--- src/rtl/clk_en_gen.sv ---
// clk_en_gen: multi-channel clock-enable generator for the MSP430 peripheral bus.
// Each channel divides MCLK or the synchronised LFXT rising edge by DIV+1.
// Each channel emits a one-cycle enable tick on clk_en.
module clk_en_gen #(
   parameter int         NCH        = 4,
   parameter int         DIV_W      = 8,
   parameter logic [7:0] BASE_WADDR = 8'h30
) (
   input  logic             mclk,
   input  logic             puc,
   input  logic [7:0]       per_addr,
   input  logic [15:0]      per_din,
   input  logic             per_en,
   input  logic [1:0]       per_wen,
   input  logic             lfxt_clk,
   input  logic             oscoff,
   output logic [15:0]      per_dout,
   output logic [NCH-1:0]   clk_en
);

   // Only DIV, SEL (bit 14) and EN (bit 15) exist; every other bit is tied to zero.
   localparam logic [15:0] CTL_MASK = 16'hC000 | {{(16-DIV_W){1'b0}}, {DIV_W{1'b1}}};

   logic [2:0]  r_lfxt_s;
   logic        w_lfxt_tick;
   logic [15:0] w_rd_data [NCH];

   // Bring the asynchronous LFXT clock into the mclk domain.
   always_ff @(posedge mclk) begin
      if (puc) begin
         r_lfxt_s <= 3'b000;
      end else begin
         r_lfxt_s <= {r_lfxt_s[1:0], lfxt_clk};
      end
   end

   // One shared tick per LFXT rising edge, muted while the oscillator is off.
   assign w_lfxt_tick = r_lfxt_s[1] & ~r_lfxt_s[2] & ~oscoff;

   generate
      for (genvar gi = 0; gi < NCH; gi++) begin : g_ch
         localparam logic [7:0] CH_ADDR = BASE_WADDR + 8'(gi);

         logic [15:0]      r_ctl;
         logic [DIV_W-1:0] r_cnt;
         logic             w_sel;
         logic             w_wr_lo;
         logic             w_wr_hi;
         logic             w_wr;
         logic             w_src;
         logic             w_hit;
         logic [15:0]      w_ctl_next;

         assign w_sel      = per_en & (per_addr == CH_ADDR);
         assign w_wr_lo    = w_sel & per_wen[0];
         assign w_wr_hi    = w_sel & per_wen[1];
         assign w_wr       = w_wr_lo | w_wr_hi;
         assign w_ctl_next = {w_wr_hi ? per_din[15:8] : r_ctl[15:8],
                              w_wr_lo ? per_din[7:0]  : r_ctl[7:0]} & CTL_MASK;

         // Control register with independent byte lanes.
         always_ff @(posedge mclk) begin
            if (puc) begin
               r_ctl <= 16'h0000;
            end else if (w_wr) begin
               r_ctl <= w_ctl_next;
            end
         end

         assign w_src = r_ctl[14] ? w_lfxt_tick : 1'b1;
         assign w_hit = (r_cnt == r_ctl[DIV_W-1:0]);

         // Divider phase counter; a register write restarts the phase.
         always_ff @(posedge mclk) begin
            if (puc || w_wr || !r_ctl[15]) begin
               r_cnt <= '0;
            end else if (w_src) begin
               r_cnt <= w_hit ? '0 : r_cnt + DIV_W'(1);
            end
         end

         // The tick uses the current registers, so a coincident write cannot swallow it.
         assign clk_en[gi]    = r_ctl[15] & w_src & w_hit;
         assign w_rd_data[gi] = (w_sel & ~|per_wen) ? r_ctl : 16'h0000;
      end
   endgenerate

   // Read mux: at most one channel is selected, so an OR-reduction suffices.
   always_comb begin
      per_dout = 16'h0000;
      for (int i = 0; i < NCH; i++) begin
         per_dout = per_dout | w_rd_data[i];
      end
   end

endmodule

--- config.mk ---
export PLATFORM = sky130hd
export DESIGN_NAME = clk_en_gen
export DESIGN_NICKNAME = d
export VERILOG_FILES = /design/src/rtl/clk_en_gen.sv
export SDC_FILE = /design/constraint.sdc
export NUM_CORES = 1
export LEC_CHECK = 0
export BUFFER_PORTS_ARGS = -buffer_cell sky130_fd_sc_hd__buf_2
export CAP_MARGIN = 20
export CORE_AREA = 2 2 70 122
export CTS_CLUSTER_SIZE = 30
export DETAILED_ROUTE_END_ITERATION = 7
export DIE_AREA = 0 0 72 124
export PLACE_DENSITY = 0.73
export RECOVER_POWER = 25
export SYNTH_ARGS = -nofsm -noshare
export SYNTH_HDL_FRONTEND = slang
export SYNTH_SLANG_ARGS = --single-unit
--- constraint.sdc ---
create_clock -name mclk -period 2.4 [get_ports mclk]
set_input_delay 0.48 -clock mclk [delete_from_list [all_inputs] [get_ports mclk]]
set_output_delay 0.48 -clock mclk [all_outputs]
set_load 0.02 [all_outputs]
# Word level (Yosys, flattened, before mapping)
# Index checks and enable logic that the tools add are counted.
op_classes:
  add_sub_neg: 4
  eq_ne: 8
  muxes: 12
  bitwise_logic: 35
  reduce_logical: 22
op_table:
  columns: ["operator", "count"]
  rows:
  - ["$mux W16", 4]
  - ["$or A16 B16 Y16", 3]
  - ["$add A8 B1 Y8 const B", 4]
  - ["$eq A8 B6 Y1 const B", 4]
  - ["$eq A8 B8 Y1", 4]
  - ["$mux W8", 4]
  - ["$and A1 B1 Y1", 26]
  - ["$reduce_and A2 Y1", 8]
  - ["$logic_or A1 B1 Y1", 8]
  - ["$logic_not A1 Y1", 5]
  - ["$mux W1", 4]
  - ["$or A1 B1 Y1", 4]
  - ["$not A1 Y1", 2]
  - ["$reduce_or A2 Y1", 1]
word_totals:
  regBits: 75
  in_bits: 31
  out_inout_bits: 20

# Longest topological paths before layout
# Gate-level depths: netlist (run 1).
depth:
  depth_word: 7
  mapped_depth: 6
  depth_no_buf: 6

# Least setup slack after synthesis (run 1)
# Ideal clock, no wire load.
synth_path:
  path_type: "input-to-output"
  start: "input per_addr[0]"
  end: "output per_dout[14]"
  arrival_time_ns: 1.799
  required_ns: 1.920
  path_slack_ns: 0.121
  stages: 6
  n_path_buf: 3
  path_cell_list: "buf_2 -> buf_2 -> nor2_1 -> clkbuf_1 -> a22oi_1 -> nor2_1"
synth_via:
  elab_chain_cells: 7
synth_rtl:
  columns: ["element", "line", "source"]
  rows:
  - ["start: declaration", "11", "input logic [7:0] per_addr,"]
  - ["$eq A8 B6 Y1", "54", "assign w_sel = per_en & (per_addr == CH_ADDR);"]
  - ["$and A1 B1 Y1", "54", null]
  - ["$and A1 B1 Y1", "84", "assign w_rd_data[gi] = (w_sel & ~|per_wen) ? r_ctl : 16'h0000;"]
  - ["$mux W16", "84", null]
  - ["$or A16 B16 Y16 (2 in series)", "92", "per_dout = per_dout | w_rd_data[i];"]
  - ["$or A16 B16 Y16 *", "92", null]
  - ["end: declaration", "17", "output logic [15:0] per_dout,"]
# Mark *: on every way between the ends. The rest lies on a longest branch, timed or not.

# Worst setup path after layout (run 1)
layout_path:
  start: "register g_ch[0].r_cnt[2]"
  end: "output clk_en[0]"
layout_via:
  elab_chain_cells: 2
layout_rtl:
  columns: ["element", "line", "source"]
  rows:
  - ["start: declaration", "45", "logic [DIV_W-1:0] r_cnt;"]
  - ["start signal: assignment", "78", "r_cnt <= w_hit ? '0 : r_cnt + DIV_W'(1);"]
  - ["$eq A8 B8 Y1", "71", "assign w_hit = (r_cnt == r_ctl[DIV_W-1:0]);"]
  - ["$and A1 B1 Y1", "83", "assign clk_en[gi] = r_ctl[15] & w_src & w_hit;"]
  - ["end: declaration", "18", "output logic [NCH-1:0] clk_en"]
# Every way passes these cells.

==> impl_results.md, run 1 <==
* Outcome: complete, no violations
* Clock-pin slew on the worst setup and hold paths at 0.05 ns
* CP Class: reg -> out
* Arrival @ worst endpoint at 1.83 ns
* Critical path depth at 5
* Ports at 51
* CP required at 1.92 ns
* R2R cell count at 6
* Top-area cell type share of the netlist area at 36.0%
* Worst VDD drop at 514 µV
* Ys async rst share at 0%
* Max Cap Viol at 0
* Syn. warnings at 0
* Fraction of layout cells with a size suffix above 1 at 17.7%
* First-pass GRT wire length at 18,000 µm
* Fmax at 434 MHz
* Seq/Total Area, Yosys at 36.0%
* Fin crit period at 2.31 ns
* Die area at 8930 µm²
* Antenna diode instance count at 0
* Clk root buf: clkbuf_16
* Nets at 596
* H-tree levels at 3
* Min-delay worst type: in -> reg
* DR vias at 3,911
* Largest cells by area after synthesis: dfxtp_1 (36%), nand2_1 (7.1%), a21oi_1 (7.0%)
* CTS Buffer Depth at 2
* Setup_tns at 0 ns
* Worst Setup End Kind: primary output
* Crit start category: flip-flop
* Num CTS Buffers at 9
* Vias per cell at 5.97
* Static Leak at 2.02 nW
* Setup violations, final at 0
* CP top delay family: simple AND/OR/NAND/NOR gates
* Worst slew margin at 30.6%
* Post-route antenna net violation count at 0
* Post-synth EDFFs at 0
* Bufs and invs on worst path at 1
* Most used DFF post-synth: dfxtp_1
* CTS sink cnt at 75
* Worst-Skew Late Latency at 0.34 ns
* Tightest Pin Transition at 1.03 ns
* Largest net degree at the start of global routing at 35
* Hold path depth at 2
* Synthesized area at 4170 µm²
* Initial antenna violation count at 0
* First-pass DRT Iterations at 4
* Routability cong. at 0.887
* Hpwl dp at 8350 µm
* CP max stage cell: dfxtp_1
* Max Transition Viols Final at 0
* Port Buffers at 38
* #FFs+latches synth at 75
* # DRC at 0
* CP Cell Sequence: xor2_1 > nor4_1 > and2_4 > and3_1 > buf_2
* Total track usage at 26.2%
* Vias in the first global route at 3,807
* CP Max Fanout at 7
* WL final at 11,100 µm
* Post-CTS setup buffer count at 0
* Mean Syn Cell Area at 8.16 µm²
* Post-synthesis cell count at 511
* WL/cell at 17.0 µm
* Area delta synth->final at 15.1%
* Post-synth top area cell: dfxtp_1
* Clock skew at 0.00455 ns
* P per Cell Area at 548 nW/µm²
* Yosys cell types at 42
* Final number of hold-violating endpoints at 0
* Cells after DPL at 640
* # hold bufs at CTS at 0
* Core box area at 7910 µm²
* Final core utilization at 60.6%
* Chip width at 72 µm
* Row count at 43
* Worst stage delay on the critical path at 0.43 ns
* Finished Layout Cells at 655
* Final period util at 96.0%
* Initial DRC count at 263
* CTS tree: done
* Initial core utilization at 52.7%
* Die extent in y at 124 µm
* RSZ-0062 raised after global routing: false
* Total grt overflow at 0
## flip-flops by register name, summed over array words and instances (netlist names)
register and flops:
g_ch.r_ctl 40, r_lfxt_s 3, g_ch.r_cnt 32
## Yosys cell counts (3+ instances only)
cell type  number
o21ai_0        12
a31oi_1         8
nand3_1        44
a22oi_1        10
and3_1          7
nor3b_1         5
or4_1          12
xor2_1         32
mux2i_1        18
nor2b_1        10
a21oi_1        58
clkbuf_1       14
nor2_1         29
a21boi_0        8
dfxtp_1        75
a2111oi_0       8
buf_4           6
buf_6           3
and2_1          3
or2_2           4
nand3b_1        8
nor4_1          9
mux2_2          6
a22o_1          6
buf_2           7
o21bai_1        4
ha_1            4
nand2_1        79
a2bb2oi_1       4
## routing by layer
metal  global-route usage (%)  up-vias  routed length [µm]
met5                        0        -                   0
met4                     12.9        0                 307
met3                     4.69       24                 439
met2                     48.7       89                6090
met1                     28.0     1853                4280
li1                         -     1945                   -
## cells in the final DEF, fill, tap and decap left out, types with 12 or more instances in the layout
cell type / Yosys / layout
nand2_1: 79 / 79
dfxtp_1: 75 / 74
a21oi_1: 58 / 58
nand3_1: 44 / 44
buf_2: 7 / 37
xor2_1: 32 / 32
nor2_1: 29 / 29
buf_4: 6 / 25
mux2i_1: 18 / 18
o21ai_0: 12 / 12
or4_1: 12 / 12
## timing repair
action / in CTS / in global routing
setup endpoints to repair: 1 / 3
pin swaps: 0 / 0
cloned: 0 / 0
gates resized for setup: 1 / 5
## final timing paths
check,startpoint,to,slack (ns)
min reg2reg,r_lfxt_s[0],r_lfxt_s[1],0.44
max,g_ch[0].r_cnt[2],clk_en[0],0.09
max reg2reg,r_lfxt_s[1],g_ch[0].r_cnt[3],0.53
min,lfxt_clk,r_lfxt_s[0],0.37
## through the flow
step	setup slack, ns	power (mW)	hold WS (ns)	cell area, µm²
after global placement	0.134	1.39	0.423	4530
after CTS	0.0167	2.66	0.368	4810
after detailed placement	0.126	1.39	0.434	4530
after global routing	0.0233	2.70	0.385	4800
final	0.0949	2.63	0.370	4800
after floorplan	0.121	1.34	0.414	4190
## where the power goes
part / total, mW / internal [mW] / switching, mW / leakage [nW]
registers: 1.25 / 1.25 / 0.00137 / 0.605
clock network: 1.26 / 0.775 / 0.489 / 0.141
logic: 0.113 / 0.0363 / 0.0765 / 1.27
## cells by family (layout without fill, tap and decap cells)
group / Yosys count / count (layout) / synth area share, %
other: 1 / 6 / 0.0900
adders and majority gates: 4 / 4 / 1.20
DFF: 75 / 75 / 36.0
AOI/OAI and AO/OA: 118 / 118 / 17.4
xor gates and xnor gates: 32 / 32 / 6.72
buffers and inverters: 30 / 79 / 3.99
and+or+nand+nor: 227 / 227 / 28.7
muxes: 24 / 24 / 5.94
## cell type report
class | instances | area, µm²
multi-input combinational | 411 | 2520
tap | 90 | 113
timing repair buffer | 64 | 382
clock inverter | 2 | 10.0
sequential | 75 | 1500
fill | 729 | 3110
clock buffer | 13 | 270
Power figures use the tool's default switching activity.
==> run 2: changes to the inputs <==
--- a/config.mk
+++ b/config.mk
@@ -11,7 +11,7 @@
 export CTS_CLUSTER_SIZE = 30
 export DETAILED_ROUTE_END_ITERATION = 7
 export DIE_AREA = 0 0 72 124
-export PLACE_DENSITY = 0.73
+export PLACE_DENSITY = 0.71
 export RECOVER_POWER = 25
 export SYNTH_ARGS = -nofsm -noshare
 export SYNTH_HDL_FRONTEND = slang
==> constraint.sdc (replaced) <==
create_clock -name mclk -period 2.9 [get_ports mclk]
set_input_delay 0.58 -clock mclk [delete_from_list [all_inputs] [get_ports mclk]]
set_output_delay 0.58 -clock mclk [all_outputs]
set_load 0.02 [all_outputs]
==> run 2 against run 1 <==
Effect of this change: highest routed layer unchanged; flip-flop and latch count unchanged; largest cell class unchanged; non-clock buffer count fell by 11; total power is 16% lower.
==> impl_results.md, run 2 (synthesized netlist as in run 1, its figures left out) <==
* First-pass GRT wire length at 17,900 µm (-0.77%)
* Critical path depth at 6 (+1)
* P per Cell Area at 471 nW/µm² (-14%)
* CP top delay family: simple AND/OR/NAND/NOR gates
* Post-layout power at 2.21 mW (-16%)
* Fmax at 378 MHz
* Min-delay src: r_lfxt_s[0]
* Num CTS Buffers at 9 (unchanged)
* Post-CTS setup buffer count at 0 (unchanged)
* Met3 WL at 505 µm (+15%)
* Initial antenna violation count at 0 (unchanged)
* CP max stage cell: dfxtp_1
* Initial core utilization at 52.7% (unchanged)
* Tightest Pin Transition at 0.990 ns (-0.0370 ns)
* Fraction of layout cells with a size suffix above 1 at 14.8% (-2.9 points)
* Core box area at 7910 µm² (unchanged)
* CP Max Fanout at 8 (+1)
* Post-route antenna net violation count at 0 (unchanged)
* Bufs and invs on worst path at 2 (+1)
* Max Cap Viol at 0 (unchanged)
* Die area at 8930 µm² (unchanged)
* Post-cts resize count at 0 (-1)
* Most common cell after layout, fill and taps aside: nand2_1
* CTS tree: done
* Worst-Skew Late Latency at 0.34 ns (about the same)
* Arrival @ worst endpoint at 2.06 ns (+0.23 ns)
* Outcome: complete, no violations
* Die extent in y at 124 µm (unchanged)
* Worst VDD drop at 318 µV (-38%)
* Chip width at 72 µm (unchanged)
* Most frequent cells in the layout: nand2_1 (79), dfxtp_1 (75), a21oi_1 (58), nand3_1 (44), buf_2 (37)
* R2R cell count at 4 (-2)
* Antenna diode instance count at 0 (unchanged)
* First-pass DRT Iterations at 6 (+2)
* # hold bufs at CTS at 0 (unchanged)
* Ports at 51 (unchanged)
* CTS sink cnt at 75 (unchanged)
* Port Buffers at 38 (unchanged)
* WL/cell at 17.0 µm (-0.11%)
* Worst stage delay on the critical path at 0.45 ns (+0.02 ns)
* CP Cell Sequence: xor2_1 > nor4_1 > buf_4 > and2_0 > and3_1 > buf_2
* Clk root buf: clkbuf_16
* Final period util at 91.2%
* Final number of hold-violating endpoints at 0 (unchanged)
* DR vias at 3,892 (-0.49%)
* Hpwl dp at 8080 µm (-3.2%)
* Crit start category: flip-flop
* Worst slew margin at 33.1% (+2.5 points)
* Clock-pin slew on the worst setup and hold paths at 0.05 ns (about the same)
* # DRC at 0 (unchanged)
* Min-delay worst type: reg -> reg
* Reg with most FFs: g_ch.r_ctl
* Fin crit period at 2.64 ns
* Worst R2R Start: r_lfxt_s[1]
* Final hold slack at 0.435 ns (+0.0649 ns)
* Biggest regs: g_ch.r_ctl x40, g_ch.r_cnt x32, r_lfxt_s x3
* Worst Setup End Kind: primary output
* Max reg flops at 40 (unchanged)
* CP required at 2.32 ns (+0.40 ns)
* Clock skew at 0.00468 ns (+0.000132 ns)
* Largest net degree at the start of global routing at 29 (-17%)
* Vias per cell at 6.03 (+1.1%)
* WL final at 10,900 µm (-1.6%)
* Hold Path End: r_lfxt_s[1]
* Total track usage at 25.9% (-0.30 points)
* Setup_tns at 0 ns (unchanged)
* RSZ-0062 raised after global routing: false
* Wl on met1 at 4160 µm (-2.8%)
* Max Transition Viols Final at 0 (unchanged)
* Reg-to-reg slack, setup at 0.86 ns (+0.33 ns)
* H-tree levels at 3 (unchanged)
* Area delta synth->final at 12.4%
* Setup violations, final at 0 (unchanged)
* Initial DRC count at 216 (-18%)
* Top Layer Used: met4
* Vias in the first global route at 3,717 (-2.4%)
* CTS Buffer Depth at 2 (unchanged)
* Final Cell Area at 4690 µm² (-2.3%)
* Nets at 585 (-1.8%)
* Met2 wire length at 5860 µm (-3.7%)
* Routability cong. at 0.868 (-2.1%)
* Hold path depth at 1 (-1)
* DP Area at 4440 µm² (-2.1%)
* Total grt overflow at 0 (unchanged)
* Row count at 43 (unchanged)
* R2r endpoint: g_ch[0].r_cnt[7]
* Static Leak at 1.95 nW (-3.2%)
* CP Class: reg -> out
==> run 2: how the worst max path moves through the flow <==
stage | from | to
detailed placement | per_addr[0] | per_dout[7]
finish | g_ch[0].r_cnt[2] | clk_en[0]
floorplan | per_addr[0] | per_dout[14]
CTS | g_ch[0].r_cnt[2] | clk_en[0]
global placement | per_addr[0] | per_dout[7]
global route | g_ch[0].r_cnt[2] | clk_en[0]
==> run 2: where the power goes <==
part | switching [mW] | total (mW) | internal, mW
Sequential | 0.00105 | 1.03 | 1.03
Combinational | 0.0624 | 0.0872 | 0.0248
Clock | 0.413 | 1.09 | 0.672
==> run 2: area by class of cell <==
type	instances	area (µm²)
timing repair buffer	53	298
tap	90	113
clock inverter	1	5.00
multi-input combinational	411	2480
clock buffer	15	288
fill	720	3220
sequential	75	1500
==> run 2: metrics by stage <==
step | worst slack (ns) | cells | utilization [%]
global route | 0.0784 | 645 | 59.2
CTS | 0.247 | 645 | 59.8
finish | 0.255 | 645 | 59.2
global placement | 0.311 | 629 | 56.1
floorplan | 0.421 | 516 | -
detailed placement | 0.292 | 629 | 56.1
==> run 2: routing by layer <==
metal / GRT usage (%) / vias to the layer above
met4: 15.4 / 0
met3: 4.13 / 22
met2: 47.0 / 99
met5: 0 / -
li1: - / 1924
met1: 27.8 / 1847
==> run 3: changes to the inputs <==
--- a/config.mk
+++ b/config.mk
@@ -11,6 +11,7 @@
 export CTS_CLUSTER_SIZE = 30
 export DETAILED_ROUTE_END_ITERATION = 7
 export DIE_AREA = 0 0 72 124
+export GPL_TIMING_DRIVEN = 0
 export PLACE_DENSITY = 0.71
 export RECOVER_POWER = 25
 export SYNTH_ARGS = -nofsm -noshare
==> constraint.sdc (replaced) <==
create_clock -name mclk -period 3.3 [get_ports mclk]
set_input_delay 0.825 -clock mclk [delete_from_list [all_inputs] [get_ports mclk]]
set_output_delay 0.825 -clock mclk [all_outputs]
set_load 0.02 [all_outputs]
==> run 3 against run 2 <==
Effect of this change: final cell count grew 1.9%; clock-buffer cell count shrank 3; clock power shrank 8%; setup slack lost 0.073 ns; core utilization grew 1.1 points; global-route usage grew 0.38 points; sequential power shrank 12%; sequential share of layout area shrank 0.59 points; clock skew grew 0.0034 ns; non-clock buffer count grew 12; combinational power shrank 3.7%; flip-flop and latch count is the same; critical endpoint is now per_dout[7]; largest cell class unchanged.
==> impl_results.md, run 3 (synthesized netlist as in run 1, its figures left out) <==
* Outcome: complete, no violations
* Fin crit period at 3.12 ns
* Fraction of layout cells with a size suffix above 1 at 15.9% (+1.1 points)
* Worst Setup End Kind: primary output
* H-tree levels at 3 (unchanged)
* Total track usage at 26.3% (+0.38 points)
* First-pass GRT wire length at 18,200 µm (+1.5%)
* Antenna diode instance count at 0 (unchanged)
* Min-delay worst type: reg -> reg
* Max reg flops at 40 (unchanged)
* Hpwl dp at 8570 µm (+6.0%)
* Clk root buf: clkbuf_16
* Routability cong. at 0.911 (+4.9%)
* Clock skew at 0.00813 ns (+0.00344 ns)
* CTS Buffer Depth at 2 (unchanged)
* Final period util at 94.5%
* Port Buffers at 35 (-7.9%)
* CP Cell Sequence: clkbuf_1 > nor2_1 > a22o_1 > a22oi_1 > nor2_1 > buf_2
* Ports at 51 (unchanged)
* CP Max Fanout at 9 (+1)
* Vias per cell at 5.98 (-0.97%)
* Most frequent cells in the layout: nand2_1 (79), dfxtp_1 (75), a21oi_1 (58), nand3_1 (44), buf_2 (42)
* # hold bufs at CTS at 0 (unchanged)
* Switching share of power at 21.8% (+0.17 points)
* Worst VDD drop at 433 µV (+36%)
* Final hold slack at 0.440 ns (+0.00446 ns)
* Crit start category: input port
* CP Class: in -> out
* Nets at 597 (+2.1%)
* Final Cell Area at 4770 µm² (+1.9%)
* Crit path top cell by count: nor2_1
* Area delta synth->final at 14.5%
* P per Cell Area at 418 nW/µm² (-11%)
* Worst stage delay on the critical path at 0.54 ns (+0.09 ns)
* CP top delay family: simple AND/OR/NAND/NOR gates
* Initial antenna violation count at 0 (unchanged)
* First-pass DRT Iterations at 5 (-1)
* Die extent in y at 124 µm (unchanged)
* Total grt overflow at 0 (unchanged)
* Setup violations, final at 0 (unchanged)
* Tightest Pin Transition at 1.03 ns (+0.0390 ns)
* Final number of hold-violating endpoints at 0 (unchanged)
* WL/cell at 17.3 µm (+2.2%)
* Largest net degree at the start of global routing at 13 (-55%)
* CP required at 2.47 ns (+0.15 ns)
* Post-layout power at 1.99 mW (-9.6%)
* Row count at 43 (unchanged)
* Core box area at 7910 µm² (unchanged)
* Fmax at 321 MHz
* Biggest regs: g_ch.r_ctl x40, g_ch.r_cnt x32, r_lfxt_s x3
* Initial core utilization at 52.7% (unchanged)
* Clock power share at 50.2% (+1.0 points)
* WL final at 11,400 µm (+4.1%)
* Initial DRC count at 187 (-13%)
* Post-route antenna net violation count at 0 (unchanged)
* Int Power at 1.56 mW (-9.8%)
* Static Leak at 1.99 nW (+2.0%)
* Max Transition Viols Final at 0 (unchanged)
* CP max stage cell: nor2_1
* Most common cell after layout, fill and taps aside: nand2_1
* Clock-pin slew on the worst setup and hold paths at 0.06 ns (about the same)
* Worst slew margin at 30.8% (-2.3 points)
* Max Cap Viol at 0 (unchanged)
* Die area at 8930 µm² (unchanged)
* DP Area at 4470 µm² (+0.87%)
* CTS tree: done
* Arrival @ worst endpoint at 2.29 ns (+0.23 ns)
* Worst-Skew Late Latency at 0.33 ns (about the same)
* Chip width at 72 µm (unchanged)
* Part of the power in registers at 45.6% (-1.3 points)
* Comb power frac at 4.2% (+0.2 points)
* Reg-to-reg slack, setup at 1.26 ns (+0.40 ns)
* Vias in the first global route at 3,805 (+2.4%)
* CTS sink cnt at 75 (unchanged)
* Setup_tns at 0 ns (unchanged)
* Num CTS Buffers at 9 (unchanged)
* Reg with most FFs: g_ch.r_ctl
* Bufs and invs on worst path at 2 (unchanged)
* DR vias at 3,926 (+0.87%)
* RSZ-0062 raised after global routing: false
* # DRC at 0 (unchanged)
* Sw Pwr at 434 µW (-8.9%)
[run 3: cell types whose count changed in the layout (fill, tap and decap cells not counted), moves of 2 or more]
| cell | before | now |
|---|---|---|
| nor4_2 | 0 | 3 |
| clkbuf_1 | 4 | 14 |
| nor4_1 | 9 | 6 |
| buf_4 | 14 | 6 |
| clkbuf_8 | 4 | 2 |
| nor2_2 | 0 | 2 |
| buf_2 | 37 | 42 |
| nor2_1 | 29 | 27 |
| buf_6 | 0 | 3 |
[run 3: final timing paths]
kind                            depth (start not counted)        start                to
worst max-delay path                                    6  per_addr[1]       per_dout[7]
worst min-delay path                                    1  r_lfxt_s[0]       r_lfxt_s[1]
worst max register to register                          5  r_lfxt_s[1]  g_ch[1].r_cnt[0]
worst min register to register                          1  r_lfxt_s[0]       r_lfxt_s[1]
[run 3: stage by stage]
stage,util [%],cells,worst slack (ns)
3_3_place_gp,56.6,641,-0.0698
3_5_place_dp,56.6,641,-0.0477
6_report,60.4,657,0.182
2_1_floorplan,-,516,0.331
4_1_cts,60.4,657,0.0745
5_1_grt,60.4,657,0.00951
[run 3: timing repair]
item	CTS	global route
gates resized for setup	1	5
setup endpoints to repair	2	5
setup buffers	0	0
[run 3: area by class of cell]
| class | count | area, µm² |
|---|---|---|
| clock inverters | 4 | 48.8 |
| clock buffers | 12 | 256 |
| multi-input cells | 411 | 2510 |
| flip-flops and latches | 75 | 1500 |
| repair buffers | 35 | 175 |
| plain buffers | 30 | 168 |
| fillers | 749 | 3140 |
| well taps | 90 | 113 |
[run 3: routing by layer]
metal	vias to the layer above	part of all wire, %	GRT usage [%]
met3	31	4.2	4.77
met2	113	53	49.1
met5	-	0	0
met4	0	3.7	13.2
li1	1944	-	-
met1	1838	39	27.7
[run 3: power by group through the flow]
| stage | sequential [mW] | combinational [mW] | clock, mW |
|---|---|---|---|
| 2_1_floorplan | 0.928 | 0.0480 | 0 |
| 3_3_place_gp | 0.928 | 0.0839 | 0 |
| 3_5_place_dp | 0.928 | 0.0844 | 0 |
| 4_1_cts | 0.908 | 0.0849 | 1.01 |
| 5_1_grt | 0.908 | 0.0897 | 1.06 |
| 6_report | 0.908 | 0.0840 | 1.00 |
